## src/rtl/assoc_tlb_pkg.sv

```systemverilog
// Shared types and constants for the associative TLB.
// TLB_WRITE_PROT_EN adds a per-entry writable bit.
package assoc_tlb_pkg;

  localparam int unsigned TLB_DEFAULT_ENTRIES = 8;
  // Entry fields are sized for the widest supported VPN/PPN; unused MSBs stay zero.
  localparam int unsigned TLB_MAX_VPN_W = 52;
  localparam int unsigned TLB_MAX_PPN_W = 52;

  typedef enum logic [1:0] {
    IDLE      = 2'd0,
    WALK_REQ  = 2'd1,
    WALK_WAIT = 2'd2
  } tlb_state_t;

  typedef struct packed {
    logic                     valid;
    logic [TLB_MAX_VPN_W-1:0] vpn;
    logic [TLB_MAX_PPN_W-1:0] ppn;
`ifdef TLB_WRITE_PROT_EN
    logic                     writable;
`endif
  } tlb_entry_t;

endpackage

```

## src/rtl/assoc_tlb_victim_sel.sv

```systemverilog
// Victim picker: lowest-index invalid entry, else the round-robin pointer.
module tlb_victim_sel #(
  parameter int unsigned ENTRIES = 8
) (
  input  logic                       clk_i,
  input  logic                       rst_ni,
  input  logic [ENTRIES-1:0]         valid_i,
  input  logic                       install_i,
  input  logic                       clear_i,
  output logic [$clog2(ENTRIES)-1:0] victim_idx_c_o
);

  localparam int unsigned IDX_W = $clog2(ENTRIES);

  logic             free_found_c;
  logic [IDX_W-1:0] free_idx_c;
  logic [IDX_W-1:0] rr_q;
  logic [IDX_W-1:0] rr_d;

  // Scan from the top so the lowest free index wins.
  always_comb begin
    free_found_c = 1'b0;
    free_idx_c   = '0;
    for (int i = int'(ENTRIES) - 1; i >= 0; i--) begin
      if (!valid_i[i]) begin
        free_found_c = 1'b1;
        free_idx_c   = IDX_W'(i);
      end
    end
  end

  assign victim_idx_c_o = free_found_c ? free_idx_c : rr_q;

  // Pointer only moves when a valid entry is actually evicted.
  always_comb begin
    rr_d = rr_q;
    if (clear_i) begin
      rr_d = '0;
    end else if (install_i && !free_found_c) begin
      rr_d = rr_q + IDX_W'(1);
    end
  end

  always_ff @(posedge clk_i or negedge rst_ni) begin
    if (!rst_ni) begin
      rr_q <= '0;
    end else begin
      rr_q <= rr_d;
    end
  end

endmodule

```

## src/rtl/assoc_tlb.sv

```systemverilog
// Fully associative TLB with page-walker miss handling and global flush.
// Optional write protection is enabled with TLB_WRITE_PROT_EN.
module assoc_tlb
  import assoc_tlb_pkg::*;
#(
  parameter int unsigned ENTRIES     = TLB_DEFAULT_ENTRIES,
  parameter int unsigned VA_WIDTH    = 32,
  parameter int unsigned PA_WIDTH    = 32,
  parameter int unsigned PAGE_OFFSET = 12
) (
  input  logic                          clk_i,
  input  logic                          rst_ni,
  input  logic                          req_valid_i,
  output logic                          req_ready_o,
  input  logic [VA_WIDTH-1:0]           req_vaddr_i,
  input  logic                          req_write_i,
  output logic                          resp_valid_o,
  output logic [PA_WIDTH-1:0]           resp_paddr_o,
  output logic                          resp_fault_o,
  output logic                          walk_req_valid_o,
  input  logic                          walk_req_ready_i,
  output logic [VA_WIDTH-PAGE_OFFSET-1:0] walk_vpn_o,
  input  logic                          walk_resp_valid_i,
  input  logic [PA_WIDTH-PAGE_OFFSET-1:0] walk_ppn_i,
  input  logic                          walk_err_i,
  input  logic                          walk_writable_i,
  input  logic                          flush_i
);

  localparam int unsigned VPN_W = VA_WIDTH - PAGE_OFFSET;
  localparam int unsigned PPN_W = PA_WIDTH - PAGE_OFFSET;
  localparam int unsigned IDX_W = $clog2(ENTRIES);

  tlb_state_t             state_q;
  tlb_entry_t             entry_q [ENTRIES];
  logic                   req_ready_q;
  logic                   resp_valid_q;
  logic [PA_WIDTH-1:0]    resp_paddr_q;
  logic                   resp_fault_q;
  logic                   walk_req_valid_q;
  logic [VPN_W-1:0]       walk_vpn_q;
  logic [PAGE_OFFSET-1:0] off_q;
  logic                   flush_pend_q;

  logic [VPN_W-1:0]       req_vpn_c;
  logic [PAGE_OFFSET-1:0] req_off_c;
  logic                   hit_c;
  logic [IDX_W-1:0]       hit_idx_c;
  logic [PPN_W-1:0]       hit_ppn_c;
  logic [ENTRIES-1:0]     valid_vec_c;
  logic                   walk_done_c;
  logic                   flush_now_c;
  logic                   install_c;
  logic                   ptr_clear_c;
  logic [IDX_W-1:0]       victim_c;
  logic                   write_fault_c;
  logic                   fill_fault_c;

`ifdef TLB_WRITE_PROT_EN
  logic wr_q;
  assign write_fault_c = req_write_i && !entry_q[hit_idx_c].writable;
  assign fill_fault_c  = wr_q && !walk_writable_i;
`else
  logic unused_wr_c;
  assign unused_wr_c   = ^{req_write_i, walk_writable_i};
  assign write_fault_c = 1'b0;
  assign fill_fault_c  = 1'b0;
`endif

  assign req_vpn_c = req_vaddr_i[VA_WIDTH-1:PAGE_OFFSET];
  assign req_off_c = req_vaddr_i[PAGE_OFFSET-1:0];

  // Parallel VPN compare across all valid entries.
  always_comb begin
    hit_c     = 1'b0;
    hit_idx_c = '0;
    for (int i = 0; i < int'(ENTRIES); i++) begin
      valid_vec_c[i] = entry_q[i].valid;
      if (entry_q[i].valid && (entry_q[i].vpn == TLB_MAX_VPN_W'(req_vpn_c))) begin
        hit_c     = 1'b1;
        hit_idx_c = IDX_W'(i);
      end
    end
  end

  assign hit_ppn_c   = PPN_W'(entry_q[hit_idx_c].ppn);
  assign walk_done_c = (state_q == WALK_WAIT) && walk_resp_valid_i;
  assign flush_now_c = flush_pend_q || flush_i;
  assign install_c   = walk_done_c && !walk_err_i && !flush_now_c;
  assign ptr_clear_c = ((state_q == IDLE) && flush_i) || (walk_done_c && flush_now_c);

  tlb_victim_sel #(.ENTRIES(ENTRIES)) u_victim_sel (
    .clk_i          (clk_i),
    .rst_ni         (rst_ni),
    .valid_i        (valid_vec_c),
    .install_i      (install_c),
    .clear_i        (ptr_clear_c),
    .victim_idx_c_o (victim_c)
  );

  always_ff @(posedge clk_i or negedge rst_ni) begin
    if (!rst_ni) begin
      state_q          <= IDLE;
      for (int i = 0; i < int'(ENTRIES); i++) entry_q[i] <= '0;
      req_ready_q      <= 1'b1;
      resp_valid_q     <= 1'b0;
      resp_paddr_q     <= '0;
      resp_fault_q     <= 1'b0;
      walk_req_valid_q <= 1'b0;
      walk_vpn_q       <= '0;
      off_q            <= '0;
      flush_pend_q     <= 1'b0;
`ifdef TLB_WRITE_PROT_EN
      wr_q             <= 1'b0;
`endif
    end else begin
      resp_valid_q <= 1'b0;
      resp_fault_q <= 1'b0;
      case (state_q)
        IDLE: begin
          if (req_valid_i && hit_c) begin
            resp_valid_q <= 1'b1;
            resp_paddr_q <= {hit_ppn_c, req_off_c};
            resp_fault_q <= write_fault_c;
          end else if (req_valid_i) begin
            walk_vpn_q       <= req_vpn_c;
            off_q            <= req_off_c;
            walk_req_valid_q <= 1'b1;
            req_ready_q      <= 1'b0;
            state_q          <= WALK_REQ;
`ifdef TLB_WRITE_PROT_EN
            wr_q             <= req_write_i;
`endif
          end
          // Lookup above already used the pre-flush contents.
          if (flush_i) begin
            for (int i = 0; i < int'(ENTRIES); i++) entry_q[i].valid <= 1'b0;
          end
        end
        WALK_REQ: begin
          flush_pend_q <= flush_now_c;
          if (walk_req_ready_i) begin
            walk_req_valid_q <= 1'b0;
            state_q          <= WALK_WAIT;
          end
        end
        WALK_WAIT: begin
          flush_pend_q <= flush_now_c;
          if (walk_resp_valid_i) begin
            state_q      <= IDLE;
            req_ready_q  <= 1'b1;
            flush_pend_q <= 1'b0;
            resp_valid_q <= 1'b1;
            resp_paddr_q <= {walk_ppn_i, off_q};
            resp_fault_q <= walk_err_i || fill_fault_c;
            if (flush_now_c) begin
              for (int i = 0; i < int'(ENTRIES); i++) entry_q[i].valid <= 1'b0;
            end else if (!walk_err_i) begin
              entry_q[victim_c].valid <= 1'b1;
              entry_q[victim_c].vpn   <= TLB_MAX_VPN_W'(walk_vpn_q);
              entry_q[victim_c].ppn   <= TLB_MAX_PPN_W'(walk_ppn_i);
`ifdef TLB_WRITE_PROT_EN
              entry_q[victim_c].writable <= walk_writable_i;
`endif
            end
          end
        end
        default: state_q <= IDLE;
      endcase
    end
  end

  assign req_ready_o      = req_ready_q;
  assign resp_valid_o     = resp_valid_q;
  assign resp_paddr_o     = resp_paddr_q;
  assign resp_fault_o     = resp_fault_q;
  assign walk_req_valid_o = walk_req_valid_q;
  assign walk_vpn_o       = walk_vpn_q;

endmodule
```

## config.mk

```make
export PLATFORM = sky130hd
export DESIGN_NAME = assoc_tlb
export DESIGN_NICKNAME = d
export VERILOG_FILES = /design/src/rtl/assoc_tlb_pkg.sv /design/src/rtl/assoc_tlb_victim_sel.sv /design/src/rtl/assoc_tlb.sv
export SDC_FILE = /design/constraint.sdc
export NUM_CORES = 1
export LEC_CHECK = 0
export CORE_MARGIN = 3
export CORE_UTILIZATION = 35
export DETAILED_ROUTE_END_ITERATION = 10
export DONT_BUFFER_PORTS = 1
export MAX_ROUTING_LAYER = met4
export PLACE_DENSITY = 0.49
export SETUP_SLACK_MARGIN = 0.15
export SLEW_MARGIN = 15
export SYNTH_ARGS = -nofsm -noshare
export SYNTH_HDL_FRONTEND = slang
export SYNTH_SLANG_ARGS = --single-unit
```

## constraint.sdc

```tcl
create_clock -name clk_i -period 4.1 [get_ports clk_i]
set_input_delay 0.615 -clock clk_i [delete_from_list [all_inputs] [get_ports clk_i]]
set_output_delay 0.615 -clock clk_i [all_outputs]
set_load 0.01 [all_outputs]
```

==> results.cfg <==
[run_status]
status = complete, but fails checks
violations = hold timing, slew limit

[sta]
skew_ps = 22.3
slew_headroom_pct = -56.7
whs_ps = -274
slew_viol_final = 554
finalSetupViolCount = 0
hold_viol_final = 95
rsz0062_at_grt = false
fmax_ghz = 0.274
setup-tns-final_ps = 0
fin_crit_ps = 3650
post-route-period-util_pct = 89.0
worst_pin_slew_ps = 2350

[finish]
fin_area_um2 = 31500
finalNetCount = 2184
finalNonFillerCells = 3216
layout_common_cells = 657 x dfrtp_1, 320 x mux2_2, 133 x and2_1, 132 x nor2b_1, 129 x xnor2_1
final_common_cell = dfrtp_1
drive_gt1_share_pct = 23.9
area_growth_pct = 14.0

[clocking]
clock_path_buffers = 3
cts.repair.resized = 0
cts-buffers-inserted = 75
clk_pin_slew_ps = 60
cts.sinks = 658
cts_tree = yes
postCtsSetupRepairBufs = 0
clk_latency_ps = 610
cts-root-buf = clkbuf_16
cts_max_level = 3

[global_routing]
grt_pass1_wl_um = 106000
grt_usage_pct = 17.2
grt-ovfl-total = 0
grt_pass1_vias = 17000
grt_max_degree = 659
grt_antenna_before_repair = 3

[power]
p_per_area_nw_per_um2 = 519
ir_drop_uv = 385
p_leak_uw = 0.0151

[synth]
syn_inst = 2121
synth_compound_area_share_pct = 4.45
synth_xor_area_share_pct = 5.07
synthesis.area_um2 = 27600
synth-simple-area-share_pct = 11.9
synthFlopType = dfrtp_1
synth_top_family_by_area = multiplexers
synth_adder_area_share_pct = 0.227
async_flop_share_pct = 100
syn-num-nets = 2187
syn_area_per_cell_um2 = 13.0
synth_edf_count = 0
ys_types = 52
yosys_warnings = 0
ys_ff_latch = 658
yosysSeqAreaShare_pct = 59.6
synth_mux_area_share_pct = 16.3

[die]
die_w_um = 287
dieArea_um2 = 82300
ios = 117
die_h_um = 287
rows = 102
core_um2 = 77800
initial_core_util_pct = 35.5

[drt]
ant_nets = 0
dr_total_vias = 16100
viasPerCell = 5.02
routed_wl_um = 67600
first_pass_iters = 5
drcViolationCount = 0
first_iter_violations = 1015
wl_per_cell_um = 21.0

[placed_design]
place.gp.congestion = 0.767
dpl.cell_count = 3081
hpwl_um = 40000
post_dp_cell_area_um2 = 28900
port_buffers = 0

[worst_setup_path]
crit_path_cell_trace = nor4b_2 > buf_4 > nand4_1 > or4_1 > nor4_2 > o21ai_1 > a21o_1 > and2_1 > buf_12 > a221o_1 > a22oi_1 > o31ai_2
required_ps = 4570
timing.critical_path.arrival_ps = 4110
critPathBufInv = 2
critPathMaxFanout = 40
crit_family = simple AND/OR/NAND/NOR gates
critPathSlowestCell = or4_1
slowest_delay_ps = 640
path_class = register to register
end_kind = register
critPathLaunchType = register

[run]
maxCapViolCount = 0

[worst_hold_path]
hold_path.class = primary input to asynchronous set/reset pin
[routing by layer]
metal | up-vias | track usage [%] | routed length (µm)
met2 | 263 | 27.0 | 31700
met4 | 0 | 4.95 | 1430
li1 | 7390 | - | -
met1 | 8385 | 22.9 | 31200
met3 | 93 | 3.12 | 3340
met5 | - | - | 0
[metrics by stage]
stage	power (µW)	worst slack [ps]	utilization, %
floorplan	8860	854	-
global placement	9570	420	37.1
detailed placement	9630	435	37.1
CTS	16600	413	40.4
global route	17100	276	40.4
finish	16400	452	40.5
[cell type report]
type	instances	area, µm²
fillers	7253	46400
flip-flops and latches	658	16500
multi-input cells	1309	10600
clock buffers	117	2370
well taps	1040	1300
repair buffers	43	448
clock inverters	17	219
inverters	31	116
diodes	1	2.50
[synthesized netlist by cell type, types with 2 or more instances]
cell       count  share of area (%)
dfrtp_1      657                 60
mux2_2       320                 13
and2_1       133                3.0
nor2b_1      132                3.0
xnor2_1      129                4.1
clkbuf_1      83                1.1
nand2_1       77                1.0
nor4_1        65                1.5
mux2i_1       54                2.0
nor2_1        54               0.73
nand4_1       46                1.0
a21oi_1       35               0.63
mux2_1        32                1.3
xor2_1        31               0.98
inv_1         30               0.41
nand3_1       29               0.53
buf_2         27               0.49
a21o_1        22               0.60
o211ai_1      22               0.60
a221o_1       20               0.72
a22oi_1       20               0.54
o21ai_1       16               0.29
o31ai_1       10               0.27
o31ai_2       10               0.45
nor3_1         9               0.16
buf_4          6               0.16
buf_6          6               0.24
ha_1           5               0.23
nor4b_1        5               0.16
or4_1          5               0.14
nand2b_1       3              0.068
o21ai_0        3              0.054
a2111oi_0      2              0.063
a31oi_1        2              0.045
and3_1         2              0.045
nor4b_2        2               0.11
o21bai_1       2              0.054
[final timing paths]
| check | start | to | slack, ps | cells past startpoint |
|---|---|---|---|---|
| max in group asynchronous | rst_ni | walk_vpn_o[17] | 2530 | 0 |
| worst min register to register | entry_q[413] | entry_q[413] | 480 | 1 |
| worst min-delay path | rst_ni | resp_paddr_o[1] | -270 | 0 |
| worst max-delay path | entry_q[519] | resp_paddr_o[23] | 450 | 12 |
| min in group clk_i | walk_resp_valid_i | flush_pend_q | 130 | 1 |
| worst max register to register | entry_q[519] | resp_paddr_o[23] | 450 | 12 |
[worst register-to-register path: cells and delay by family (launching register included)]
| family | cells | cell delay, ps |
|---|---|---|
| AND/OR/NAND/NOR | 5 | 1650 |
| buffers and inverters | 2 | 380 |
| flip-flops | 1 | 380 |
| AO/OA/AOI/OAI | 5 | 1120 |
[cells by family (layout without fill, tap and decap cells)]
| group | Yosys count | count (layout) |
|---|---|---|
| DFF | 658 | 658 |
| and+or+nand+nor | 570 | 570 |
| muxes | 406 | 406 |
| AOI/OAI and AO/OA | 168 | 168 |
| xor gates and xnor gates | 160 | 160 |
| buffers and inverters | 154 | 208 |
| adders and majority gates | 5 | 5 |
| other | 0 | 1 |
[power breakdown]
part | internal (µW) | switching, µW
Sequential | 7020 | 887
Clock | 4230 | 2670
Combinational | 767 | 784
Power figures use the tool's default switching activity.
